### src/rtl/mix2_ctrl_pkg.sv
// Shared types and widths for the mixer retune controller.
package mix2_ctrl_pkg;

  localparam int PHI_W = 32;

  typedef enum logic [1:0] {
    IDLE,
    RAMP,
    SETTLE
  } tune_state_t;

  typedef enum logic {
    SRC_HOST,
    SRC_SCAN
  } tune_src_t;

endpackage

### src/rtl/mix2_tune_ctrl_slew.sv
// One slew step toward a target phase increment along the shortest path
// around the 2^PHI_W circle. Purely combinational.
module phase_slew_step
  import mix2_ctrl_pkg::*;
(
  input  logic [PHI_W-1:0] cur,
  input  logic [PHI_W-1:0] target,
  input  logic [PHI_W-1:0] max_step,
  output logic [PHI_W-1:0] step_next,
  output logic             reached
);

  logic [PHI_W-1:0] diff;
  logic [PHI_W-1:0] mag;
  logic             neg;

  // Signed modular distance; the most negative distance counts as negative,
  // and its magnitude is still exact as an unsigned value.
  always_comb begin
    diff    = target - cur;
    neg     = diff[PHI_W-1];
    mag     = neg ? (PHI_W'(0) - diff) : diff;
    reached = (mag <= max_step);
    if (reached) begin
      step_next = target;
    end else if (neg) begin
      step_next = cur - max_step;
    end else begin
      step_next = cur + max_step;
    end
  end

endmodule

### src/rtl/mix2_tune_ctrl.sv
// Retune controller for the dual-channel mixer NCO: round-robin arbitration
// between host and band-scan requests, then a jump or a linear slew of the
// selected phase increment, followed by a mute hold while the NCO settles.
module mix2_tune_ctrl
  import mix2_ctrl_pkg::*;
#(
  parameter logic [PHI_W-1:0] MAX_STEP      = 32'h0001_0000,
  parameter int               TICK_DIV      = 16,
  parameter int               SETTLE_CYCLES = 64,
  parameter logic [PHI_W-1:0] PHI0_INIT     = 32'h0000_0000,
  parameter logic [PHI_W-1:0] PHI1_INIT     = 32'h0000_0000
) (
  input  logic             clk,
  input  logic             rst,
  input  logic             host_valid,
  output logic             host_ready,
  input  logic             host_ch,
  input  logic [PHI_W-1:0] host_phi,
  input  logic             host_jump,
  input  logic             scan_valid,
  output logic             scan_ready,
  input  logic             scan_ch,
  input  logic [PHI_W-1:0] scan_phi,
  input  logic             scan_jump,
  output logic [PHI_W-1:0] phi0,
  output logic [PHI_W-1:0] phi1,
  output logic             busy,
  output logic             mute,
  output logic             done,
  output logic             done_src
);

  localparam int TICK_W = (TICK_DIV > 1) ? $clog2(TICK_DIV) : 1;
  localparam int SET_W  = (SETTLE_CYCLES > 1) ? $clog2(SETTLE_CYCLES) : 1;
  localparam logic [TICK_W-1:0] TICK_LAST = TICK_W'(TICK_DIV - 1);
  localparam logic [SET_W-1:0]  SET_LOAD  = SET_W'(SETTLE_CYCLES - 1);

  tune_state_t      state_reg;
  tune_src_t        src_reg;
  tune_src_t        last_grant_reg;
  tune_src_t        done_src_reg;
  logic             ch_reg;
  logic             jump_reg;
  logic [PHI_W-1:0] target_reg;
  logic [TICK_W-1:0] tick_reg;
  logic [SET_W-1:0] settle_reg;
  logic             busy_reg;
  logic             mute_reg;
  logic             done_reg;

  logic [PHI_W-1:0] phi_bus [2];

  logic             idle;
  logic             accept_host;
  logic             accept_scan;
  logic             step_fire;
  logic             phi_wr;
  logic             enter_settle;
  logic [PHI_W-1:0] cur_phi;
  logic [PHI_W-1:0] slew_next;
  logic [PHI_W-1:0] phi_next;
  logic             slew_reached;

  // Ready only in IDLE; on a tie the source that did not win last time goes.
  assign idle        = (state_reg == IDLE);
  assign host_ready  = idle && (!scan_valid || last_grant_reg == SRC_SCAN);
  assign scan_ready  = idle && (!host_valid || last_grant_reg == SRC_HOST);
  assign accept_host = host_valid && host_ready;
  assign accept_scan = scan_valid && scan_ready;

  assign cur_phi   = phi_bus[ch_reg];
  assign step_fire = (tick_reg == TICK_LAST);

  phase_slew_step u_step (
    .cur      (cur_phi),
    .target   (target_reg),
    .max_step (MAX_STEP),
    .step_next(slew_next),
    .reached  (slew_reached)
  );

  assign phi_wr       = (state_reg == RAMP) && (jump_reg || step_fire);
  assign phi_next     = jump_reg ? target_reg : slew_next;
  assign enter_settle = (state_reg == RAMP) && (jump_reg || (step_fire && slew_reached));

  // One register per channel; only the channel latched at accept is written.
  generate
    for (genvar gi = 0; gi < 2; gi++) begin : g_ch
      logic [PHI_W-1:0] phi_reg;

      // Channel phase-increment register.
      always_ff @(posedge clk) begin
        if (rst) begin
          phi_reg <= (gi == 0) ? PHI0_INIT : PHI1_INIT;
        end else if (phi_wr && (ch_reg == 1'(gi))) begin
          phi_reg <= phi_next;
        end
      end

      assign phi_bus[gi] = phi_reg;
    end
  endgenerate

  // Retune sequencer: latch the request, ramp or jump, then hold mute.
  always_ff @(posedge clk) begin
    if (rst) begin
      state_reg      <= IDLE;
      src_reg        <= SRC_HOST;
      last_grant_reg <= SRC_SCAN;
      done_src_reg   <= SRC_HOST;
      ch_reg         <= 1'b0;
      jump_reg       <= 1'b0;
      target_reg     <= '0;
      tick_reg       <= '0;
      settle_reg     <= '0;
      busy_reg       <= 1'b0;
      mute_reg       <= 1'b0;
      done_reg       <= 1'b0;
    end else begin
      done_reg <= 1'b0;
      case (state_reg)
        IDLE: begin
          if (accept_host || accept_scan) begin
            ch_reg         <= accept_host ? host_ch   : scan_ch;
            target_reg     <= accept_host ? host_phi  : scan_phi;
            jump_reg       <= accept_host ? host_jump : scan_jump;
            src_reg        <= accept_host ? SRC_HOST  : SRC_SCAN;
            last_grant_reg <= accept_host ? SRC_HOST  : SRC_SCAN;
            busy_reg       <= 1'b1;
            mute_reg       <= 1'b1;
            tick_reg       <= '0;
            state_reg      <= RAMP;
          end
        end
        RAMP: begin
          tick_reg <= step_fire ? '0 : tick_reg + TICK_W'(1);
          if (enter_settle) begin
            settle_reg <= SET_LOAD;
            state_reg  <= SETTLE;
          end
        end
        SETTLE: begin
          if (settle_reg == '0) begin
            state_reg    <= IDLE;
            busy_reg     <= 1'b0;
            mute_reg     <= 1'b0;
            done_reg     <= 1'b1;
            done_src_reg <= src_reg;
          end else begin
            settle_reg <= settle_reg - SET_W'(1);
          end
        end
        default: state_reg <= IDLE;
      endcase
    end
  end

  assign phi0     = phi_bus[0];
  assign phi1     = phi_bus[1];
  assign busy     = busy_reg;
  assign mute     = mute_reg;
  assign done     = done_reg;
  assign done_src = done_src_reg;

endmodule
### config.mk
export PLATFORM = sky130hd
export DESIGN_NAME = mix2_tune_ctrl
export DESIGN_NICKNAME = d
export VERILOG_FILES = /design/src/rtl/mix2_ctrl_pkg.sv /design/src/rtl/mix2_tune_ctrl_slew.sv /design/src/rtl/mix2_tune_ctrl.sv
export SDC_FILE = /design/constraint.sdc
export NUM_CORES = 1
export LEC_CHECK = 0
export BUFFER_PORTS_ARGS = -buffer_cell sky130_fd_sc_hd__buf_2
export CORE_MARGIN = 4
export CORE_UTILIZATION = 54
export DETAILED_ROUTE_END_ITERATION = 10
export GPL_TIMING_DRIVEN = 0
export PLACE_DENSITY = 0.81
export SYNTH_ARGS = -nofsm -noshare
export SYNTH_HDL_FRONTEND = slang
export SYNTH_HIERARCHICAL = 1
export SYNTH_SLANG_ARGS = --single-unit
### constraint.sdc
create_clock -name clk -period 9.3 [get_ports clk]
set_input_delay 0.465 -clock clk [delete_from_list [all_inputs] [get_ports clk]]
set_output_delay 0.465 -clock clk [all_outputs]
set_load 0.005 [all_outputs]
==> results_dict.tcl, run 1 <==
set metrics [dict create \
    area.sequential_sq_um 2300 \
    netSwitchingFraction 0.455 \
    synth_top_family_by_area "simple AND/OR/NAND/NOR gates" \
    powerDensity_nw_per_um2 267 \
    synth-compound-area-share 0.198 \
    worst_pin_slew_ns 0.889 \
    synth_sequential_area_ratio 0.200 \
    synthToLayoutAreaGrowth_pct 17.1 \
    setup_tns_ns 0 \
    mean_cell_area_of_the_mapped_netlist_sq_um 7.60 \
    setup.worst_path.class "flop to flop" \
    setup_violations 0 \
    critical_path_peak_fanout 10 \
    portbufs 140 \
    holdBufCountCts 0 \
    die-width_um 154 \
    timing.final.crit_share 0.936 \
    worstHoldPathType "input port to flop" \
    fmax_mhz 115 \
    clockRootBuffer "clkbuf_16" \
    worstReg2RegStart "ch_reg" \
    tritoncts_clock_tree "yes" \
    grt_first_pass_wirelength_um 56800 \
    reg2reg_slack_ns 0.60 \
    sequentialPowerShare 0.163 \
    crit_path_frequent_cell "clkbuf_1" \
    layout.nets 1927 \
    synth_fa_ha_area_frac 0.111 \
    synth_edf_count 0 \
    cts-htree-levels 4 \
    antenna_found_initial 0 \
    layout.filler_cells 1807 \
    slew_violations 0 \
    cts_resized 0 \
    p_int_w 0.00196 \
    drt-initial-drc-count 1149 \
    insertedDiodeCount 0 \
    async_s_r_ff_share_synth 0 \
    ys.flop_type "dfxtp_1" \
    clock_latency_ns 0.42 \
    synthesis.yosys.warnings 6 \
    worstPathRequired_ns 9.56 \
    setup_repair_after_global_routing_missed_its_margin "false" \
    post_synth_inst_count 1516 \
    detail_route.drc_violations 0 \
    floorplan.die_area_sq_um 23700 \
    hold_violations 0 \
    crit_path_max_incr_delay_ns 0.68 \
    comb_power_share 0.645 \
    synth_area_sq_um 11500 \
    hpwl_um 28400 \
    p_switching_w 0.00164 \
    ys_types 79 \
    timing.slew.headroom 0.400 \
    fin_crit_ns 8.70 \
    ioPinCount 142 \
    reg2reg_depth 28 \
    multiInputGateArea_sq_um 8740 \
    routed-via-count 11900 \
    cap_viol_max_count 0 \
    clock_tree_buf_depth 2 \
    drive_gt1_frac 0.182 \
    die_y_um 154 \
    crit_path_end_kind "flop" \
    postCtsSetupRepairBufs 0 \
    post_synth_xor_area_fraction 0.0882 \
    critPathLaunchType "flop" \
    final_antenna_net_count 0 \
    avgRoutedWirePerCell_um 17.5 \
    power.clock.fraction 0.193 \
    dp_worst_setup_slack_ns 0.761 \
    timing.final.ws_setup_ns 0.600 \
    grtUsageTotal 0.292 \
    grt_overflow_total 0 \
    skew_ns 0.0104 \
    initial_cell_density_of_the_core 0.548 \
    cp_slowest_cell "a41oi_1" \
    final_util 0.642 \
    total_power_w 0.00360 \
    dpl-instance-area_sq_um 12900 \
    synth-seq-cells 115 \
    drt-total-wl_um 35800 \
    first_pass_iters 6 \
    yosys.area_share.simple 0.234 \
    worst_r2r_endpoint "settle_reg[1]" \
    startpoint "ch_reg" \
    cts_inserted_buffers 17 \
    clock-sinks 115 \
    placeableCoreArea_sq_um 21000 \
    finalWeightedCongestion 0.972 \
    vias_in_the_first_global_route 11200 \
    vias_per_cell 5.83 \
    status "finished clean" \
    critical_path_arrival_ns 8.96 \
    rows 53 \
    p_leak_nw 6.16 \
    postLayoutCellArea_sq_um 13500 \
    worstSetupEndpoint "settle_reg[1]" \
    grt_start_max_net_pins 17 \
    muxShareOfSynthArea 0.101 \
    path_clk_slew_ns 0.05 \
    irDropWorstVdd_uv 160 \
]
## kinds of logic (layout without fill, tap and decap cells)
kind of cell               Yosys count  after routing
buffers and inverters              173            344
and+or+nand+nor                    555            555
xor gates and xnor gates           116            116
DFF                                115            115
adders and majority gates          101            101
muxes                              107            107
other                                2             81
AOI/OAI and AO/OA                  347            347
## area by class of cell
| class | count | share of cell area |
|---|---|---|
| Inverter | 96 | 0.0267 |
| Clock buffer | 21 | 0.0349 |
| Clock inverter | 10 | 0.0115 |
| Multi-Input combinational cell | 1307 | 0.648 |
| Buffer | 77 | 0.0310 |
| Sequential cell | 115 | 0.171 |
| Tap cell | 275 | 0.0255 |
| Timing Repair Buffer | 140 | 0.0519 |
## critical path, delay by kind of cell, from the launching register on
family,cells,cell delay (ns)
xor gates and xnor gates,2,0.79
muxes,1,0.41
and+or+nand+nor,6,1.22
buffers and inverters,7,2.54
adders and majority gates,2,0.44
AOI/OAI and AO/OA,10,2.84
DFF,1,0.30
## layer usage
layer / GRT usage / vias up / share of wire / routed length [um]
met3: 0.0394 / 82 / 0.077 / 2770
met5: 0 / - / 0 / 0
met2: 0.491 / 555 / 0.46 / 16600
met1: 0.379 / 5458 / 0.42 / 15100
li1: - / 5804 / - / -
met4: 0.114 / 0 / 0.036 / 1300
## worst min path at each step
stage	to	cells past startpoint	slack, ns	start
after floorplan	done_src	2	0.45	src_reg
after global placement	done_src	2	0.47	done_src
after detailed placement	done_src	2	0.48	done_src
after CTS	src_reg	3	0.37	scan_valid
after global routing	target_reg[7]	3	0.41	host_phi[7]
final	target_reg[29]	3	0.39	host_phi[29]
## power groups by stage
stage | Sequential (W) | Clock (W) | Combinational (W)
3_3_place_gp | 0.000590 | 0 | 0.00218
3_5_place_dp | 0.000591 | 0 | 0.00224
6_report | 0.000586 | 0.000695 | 0.00232
2_1_floorplan | 0.000570 | 0 | 0.00178
4_1_cts | 0.000582 | 0.000694 | 0.00225
5_1_grt | 0.000588 | 0.000719 | 0.00257
## cells in the mapped netlist (14+ instances only)
library cell / n / area, sq um
mux2i_1: 35 / 350
inv_1: 95 / 357
a211oi_1: 41 / 308
ha_1: 99 / 1240
o21ai_0: 71 / 355
a21oi_1: 81 / 405
a31oi_1: 16 / 100
nand4_1: 22 / 138
a21o_1: 30 / 225
nand2_1: 89 / 334
xor2_1: 31 / 272
nor2_1: 210 / 788
mux2_2: 72 / 811
or3_1: 14 / 87.6
clkbuf_1: 35 / 131
xnor2_1: 85 / 744
buf_2: 30 / 150
nor3_1: 102 / 510
dfxtp_1: 115 / 2300
o31ai_1: 20 / 150
nand3_1: 24 / 120
## through the flow
step | hold WS, ns | cells
floorplan | 0.446 | 1595
global placement | 0.467 | 2010
detailed placement | 0.478 | 2010
CTS | 0.368 | 2041
global route | 0.412 | 2041
finish | 0.389 | 2041
## cell usage in the layout (no fill, tap or decap), drive strengths merged, types with 11 or more instances in the layout
| cell type | n |
|---|---|
| o21ai | 83 |
| o31ai | 20 |
| xnor2 | 85 |
| nor2 | 220 |
| buf | 182 |
| nand2 | 89 |
| a21oi | 85 |
| dfxtp | 115 |
| mux2i | 35 |
| nand3 | 24 |
| clkbuf | 56 |
| nand2b | 11 |
| nor4 | 11 |
| mux2 | 72 |
| and3 | 12 |
| or3 | 14 |
| nand4 | 22 |
| conb | 81 |
| nor3 | 103 |
| ha | 99 |
| nor2b | 11 |
| inv | 95 |
| a31oi | 16 |
| xor2 | 31 |
| a21o | 30 |
| a211oi | 41 |
Note: power is estimated with default switching activity, not from simulation.
==> inputs of run 2 (changes only) <==
--- a/config.mk
+++ b/config.mk
@@ -6,7 +6,6 @@
 export NUM_CORES = 1
 export LEC_CHECK = 0
 export BUFFER_PORTS_ARGS = -buffer_cell sky130_fd_sc_hd__buf_2
-export CORE_MARGIN = 4
 export CORE_UTILIZATION = 54
 export DETAILED_ROUTE_END_ITERATION = 10
 export GPL_TIMING_DRIVEN = 0
==> results_dict.tcl, run 2 (same netlist as run 1, synthesis figures left out) <==
set metrics [dict create \
    status "finished clean" \
    antenna_found_initial 0 \
    powerDensity_nw_per_um2 267 \
    cts-htree-levels 4 \
    timing.hold.worst.start "scan_valid" \
    drive_gt1_frac 0.183 \
    holdBufCountCts 0 \
    final_antenna_net_count 0 \
    p_leak_nw 6.16 \
    clockRootBuffer "clkbuf_16" \
    postLayoutCellArea_sq_um 13500 \
    cap_viol_max_count 0 \
    tritoncts_clock_tree "yes" \
    setup.worst_path.class "flop to flop" \
    sequentialPowerShare 0.163 \
    hpwl_um 28400 \
    grt_start_max_net_pins 17 \
    initial_cell_density_of_the_core 0.550 \
    vias_per_cell 5.85 \
    drt-initial-drc-count 1131 \
    cts_resized 0 \
    worst_pin_slew_ns 0.885 \
    skew_ns 0.00557 \
    placeableCoreArea_sq_um 21000 \
    ioPinCount 142 \
    finalWeightedCongestion 0.964 \
    fmax_mhz 113 \
    grt_first_pass_wirelength_um 56200 \
    layout.filler_cells 1835 \
    critical_path_arrival_ns 9.07 \
    dp_cells 2010 \
    die_y_um 148 \
    timing.slew.headroom 0.402 \
    drt-total-wl_um 36000 \
    timing.final.crit_share 0.948 \
    floorplan.die_area_sq_um 21900 \
    worstReg2RegStart "ch_reg" \
    crit_path_max_incr_delay_ns 0.67 \
    most-common-layout-cells "nor2_1 (210), buf_2 (170), dfxtp_1 (115)" \
    area.sequential_sq_um 2300 \
    hold_violations 0 \
    clock-sinks 115 \
    layout.nets 1927 \
    die-width_um 148 \
    setup_repair_after_global_routing_missed_its_margin "false" \
    irDropWorstVdd_uv 180 \
    setup_tns_ns 0 \
    portbufs 140 \
    detail_route.drc_violations 0 \
    dpl-instance-area_sq_um 12900 \
    p_switching_w 0.00165 \
    synthToLayoutAreaGrowth_pct 17.0 \
    rows 53 \
    postCtsSetupRepairBufs 0 \
    vias_in_the_first_global_route 11100 \
    routed-via-count 11900 \
    grt_overflow_total 0 \
    crit_path_end_kind "flop" \
    p_int_w 0.00195 \
    path_clk_slew_ns 0.05 \
    grtUsageTotal 0.324 \
    clock_tree_buf_depth 2 \
    slew_violations 0 \
    netSwitchingFraction 0.458 \
    first_pass_iters 7 \
    fin_crit_ns 8.82 \
    crit_path_frequent_cell "a21oi_1" \
    worstPathRequired_ns 9.56 \
    comb_power_share 0.649 \
    total_power_w 0.00360 \
    startpoint "ch_reg" \
    insertedDiodeCount 0 \
    critPathLaunchType "flop" \
    avgRoutedWirePerCell_um 17.6 \
    layout.cells.most_common "nor2_1" \
    clock_latency_ns 0.41 \
    cp_slowest_cell "a41oi_1" \
    setup_violations 0 \
    power.clock.fraction 0.188 \
    multiInputGateArea_sq_um 8740 \
    finalNonFillerCells 2042 \
    critical_path_peak_fanout 10 \
    worstHoldPathType "input port to flop" \
    cts_inserted_buffers 17 \
]
-- run 2: cell count changes in the layout (fill, tap and decap cells not counted) --
| cell | previous run | this run |
|---|---|---|
| bufinv_16 | 4 | 3 |
| clkbuf_8 | 3 | 5 |
-- run 2: path summary, 6_finish.rpt --
path	endpoint	slack, ns	cells past startpoint
max	settle_reg[1]	0.48	31
min	src_reg	0.37	3
max reg2reg	settle_reg[1]	0.48	31
min reg2reg	phi0[1]	0.51	2
-- run 2: stage by stage --
step / utilization / worst slack, ns / hold WS [ns]
floorplan: - / 3.05 / 0.446
finish: 0.644 / 0.482 / 0.370
global placement: 0.614 / 0.778 / 0.470
global route: 0.644 / 0.101 / 0.383
CTS: 0.644 / 0.645 / 0.356
detailed placement: 0.614 / 0.722 / 0.480
-- run 2: layout make-up --
class | instances | share of cell area
Buffer | 77 | 0.0310
Multi-Input combinational cell | 1307 | 0.648
Sequential cell | 115 | 0.171
Timing Repair Buffer | 140 | 0.0520
Tap cell | 275 | 0.0255
Clock inverter | 9 | 0.00928
Clock buffer | 23 | 0.0369
Inverter | 96 | 0.0267
-- run 2: power groups by stage --
stage	registers (W)	logic (W)	clock network (W)
CTS	0.000582	0.00226	0.000675
detailed placement	0.000591	0.00224	0
global route	0.000588	0.00259	0.000699
global placement	0.000590	0.00219	0
floorplan	0.000570	0.00178	0
finish	0.000586	0.00234	0.000678
-- run 2: layer usage --
layer | GRT usage | part of all wire | vias to the layer above
met5 | 0 | 0 | -
met4 | 0.137 | 0.038 | 0
met3 | 0.0460 | 0.081 | 94
met2 | 0.547 | 0.46 | 562
met1 | 0.411 | 0.42 | 5487
li1 | - | - | 5805
-- run 2: worst max-delay path, delay by kind of cell (launching register included) --
kind	cells	cell delay, ns
fa+ha+maj	2	0.43
flops	1	0.30
compound gates	15	3.34
xor+xnor	2	0.81
simple gates	4	0.81
mux	1	0.41
buf+inv	7	2.53
==> inputs of run 3 (changes only) <==
--- a/config.mk
+++ b/config.mk
@@ -5,12 +5,11 @@
 export SDC_FILE = /design/constraint.sdc
 export NUM_CORES = 1
 export LEC_CHECK = 0
-export BUFFER_PORTS_ARGS = -buffer_cell sky130_fd_sc_hd__buf_2
+export BUFFER_PORTS_ARGS = -buffer_cell sky130_fd_sc_hd__buf_4
 export CORE_UTILIZATION = 54
 export DETAILED_ROUTE_END_ITERATION = 10
 export GPL_TIMING_DRIVEN = 0
-export PLACE_DENSITY = 0.81
+export PLACE_DENSITY = 0.82
 export SYNTH_ARGS = -nofsm -noshare
 export SYNTH_HDL_FRONTEND = slang
-export SYNTH_HIERARCHICAL = 1
 export SYNTH_SLANG_ARGS = --single-unit
==> results_dict.tcl, run 3 <==
set metrics [dict create \
    worstHoldPathType "input port to flop" \
    die_y_um 134 \
    layout.cells.most_common "buf_4" \
    synth_edf_count 0 \
    crit_path_max_incr_delay_ns 0.66 \
    cap_viol_max_count 0 \
    critical_path_peak_fanout 24 \
    skew_ns 0.00869 \
    placeableCoreArea_sq_um 16800 \
    antenna_found_initial 0 \
    vias_per_cell 6.53 \
    dp_cells 1532 \
    total_power_w 0.00228 \
    synthMostInstantiatedCell "nor2_1" \
    powerDensity_nw_per_um2 203 \
    synth_area_sq_um 9380 \
    most-common-layout-cells "buf_4 (142), nor2_1 (121), dfxtp_1 (115)" \
    setup_tns_ns 0 \
    cts-htree-levels 4 \
    synthToLayoutAreaGrowth_pct 19.8 \
    grt_overflow_total 0 \
    die-width_um 134 \
    synth.top_cell.area_share 0.245 \
    routed-via-count 10200 \
    finalWeightedCongestion 1.02 \
    clock_latency_ns 0.42 \
    initial_cell_density_of_the_core 0.560 \
    timing.slew.headroom 0.0743 \
    grt_start_max_net_pins 25 \
    synthesis.yosys.warnings 0 \
    crit_path_end_kind "flop" \
    insertedDiodeCount 0 \
    first_pass_iters 7 \
    rows 47 \
    vias_in_the_first_global_route 9458 \
    worstPathRequired_ns 9.61 \
    irDropWorstVdd_uv 147 \
    post_synth_inst_count 1172 \
    drt-total-wl_um 30400 \
    setup_repair_after_global_routing_missed_its_margin "false" \
    p_leak_nw 4.79 \
    drt-initial-drc-count 1204 \
    tritoncts_clock_tree "yes" \
    avgRoutedWirePerCell_um 19.5 \
    dp_worst_setup_slack_ns 0.581 \
    crit_path_frequent_cell "a21oi_1" \
    layout.nets 1454 \
    grt_first_pass_wirelength_um 48000 \
    ys_top_cells_by_count "nor2_1 (121), dfxtp_1 (115), mux2i_1 (86), a21oi_1 (70), a211oi_1 (68)" \
    critical_path_arrival_ns 8.97 \
    setup_violations 0 \
    area.sequential_sq_um 2300 \
    grtUsageTotal 0.337 \
    mappedNetlistNets 1295 \
    mean_cell_area_of_the_mapped_netlist_sq_um 8.00 \
    ioPinCount 142 \
    portbufs 140 \
    postCtsSetupRepairBufs 0 \
    critPathLaunchType "flop" \
    async_s_r_ff_share_synth 0 \
    finalNonFillerCells 1562 \
    timing.final.crit_share 0.932 \
    worst_pin_slew_ns 1.39 \
    cts_inserted_buffers 17 \
    synth-seq-cells 115 \
    synthDominantAreaCellType "dfxtp_1" \
    layout.filler_cells 1381 \
    ys_types 79 \
    drive_gt1_frac 0.154 \
    multiInputGateArea_sq_um 6580 \
    status "finished clean" \
    synth_top_cells_by_area "dfxtp_1 (25%), mux2i_1 (9.2%), ha_1 (6.5%)" \
    detail_route.drc_violations 0 \
    floorplan.die_area_sq_um 17900 \
    clockRootBuffer "clkbuf_16" \
    clock_tree_buf_depth 2 \
    timing.final.ws_setup_ns 0.636 \
    synth_sequential_area_ratio 0.245 \
    slew_violations 0 \
    hpwl_um 23000 \
    clock-sinks 115 \
    cp_slowest_cell "buf_1" \
    hold_violations 0 \
    finalHoldWorstSlack_ns 0.342 \
    final_antenna_net_count 0 \
    setup.worst_path.class "flop to flop" \
    path_clk_slew_ns 0.05 \
    fmax_mhz 115 \
    fin_crit_ns 8.66 \
    ys.flop_type "dfxtp_1" \
]
run 3: cell types whose count changed after synthesis, sizes merged, moves of 51 or more:
cell	before	now
mux2i	35	86
nor2	220	122
xnor2	85	29
nor3	103	24
mux2	72	1
inv	95	33
run 3: final cells by class:
| cell class | instances | area share |
|---|---|---|
| Multi-Input combinational cell | 938 | 0.586 |
| Inverter | 34 | 0.0114 |
| Timing Repair Buffer | 140 | 0.0935 |
| Buffer | 85 | 0.0331 |
| Clock buffer | 21 | 0.0419 |
| Clock inverter | 9 | 0.00523 |
| Sequential cell | 115 | 0.205 |
| Tap cell | 220 | 0.0245 |
run 3: final timing paths:
check,start,to,slack (ns),depth (start not counted)
worst max-delay path,ch_reg,phi1[30],0.64,29
worst min-delay path,scan_valid,src_reg,0.34,3
worst max register to register,ch_reg,phi1[30],0.64,29
worst min register to register,tick_reg[3],tick_reg[3],0.51,2
run 3: what timing repair did:
| action | CTS | global route |
|---|---|---|
| setup endpoints to repair | 0 | 3 |
| hold buffers | 0 | 0 |
| gates resized for setup | 0 | 3 |
run 3: critical path: cells and delay by family (launching register included):
kind	cells	cell delay (ns)
AO/OA/AOI/OAI	15	3.37
buffers and inverters	6	2.69
adder cells (fa/ha/maj)	2	0.94
AND/OR/NAND/NOR	3	0.69
multiplexers	2	0.42
flip-flops	1	0.30
XOR/XNOR	1	0.13
run 3: per-layer routing:
metal	vias to the layer above	part of all wire	track usage
met5	-	0	0
met4	0	0.027	0.112
met3	92	0.11	0.0684
met2	576	0.45	0.554
met1	4762	0.41	0.439
li1	4766	-	-
run 3: through the flow:
| step | cell area, sq um | util |
|---|---|---|
| after floorplan | 9380 | - |
| after global placement | 10700 | 0.639 |
| after detailed placement | 10700 | 0.639 |
| after CTS | 11200 | 0.670 |
| after global routing | 11200 | 0.671 |
| final | 11200 | 0.671 |
run 3: cell families (layout without fill, tap and decap cells):
group	count (synthesis)	in the layout	synth area share
AO/OA/AOI/OAI	309	309	0.233
multiplexers	87	87	0.0930
flip-flops	115	115	0.245
AND/OR/NAND/NOR	448	448	0.265
buffers and inverters	119	289	0.0530
XOR/XNOR	43	43	0.0401
adder cells (fa/ha/maj)	51	51	0.0696
run 3: where the power goes:
group          internal [W]  total [W]  switching [W]
clock              0.000355   0.000583       0.000227
sequential         0.000521   0.000564      0.0000428
combinational      0.000442    0.00113       0.000691
total               0.00132    0.00228       0.000961
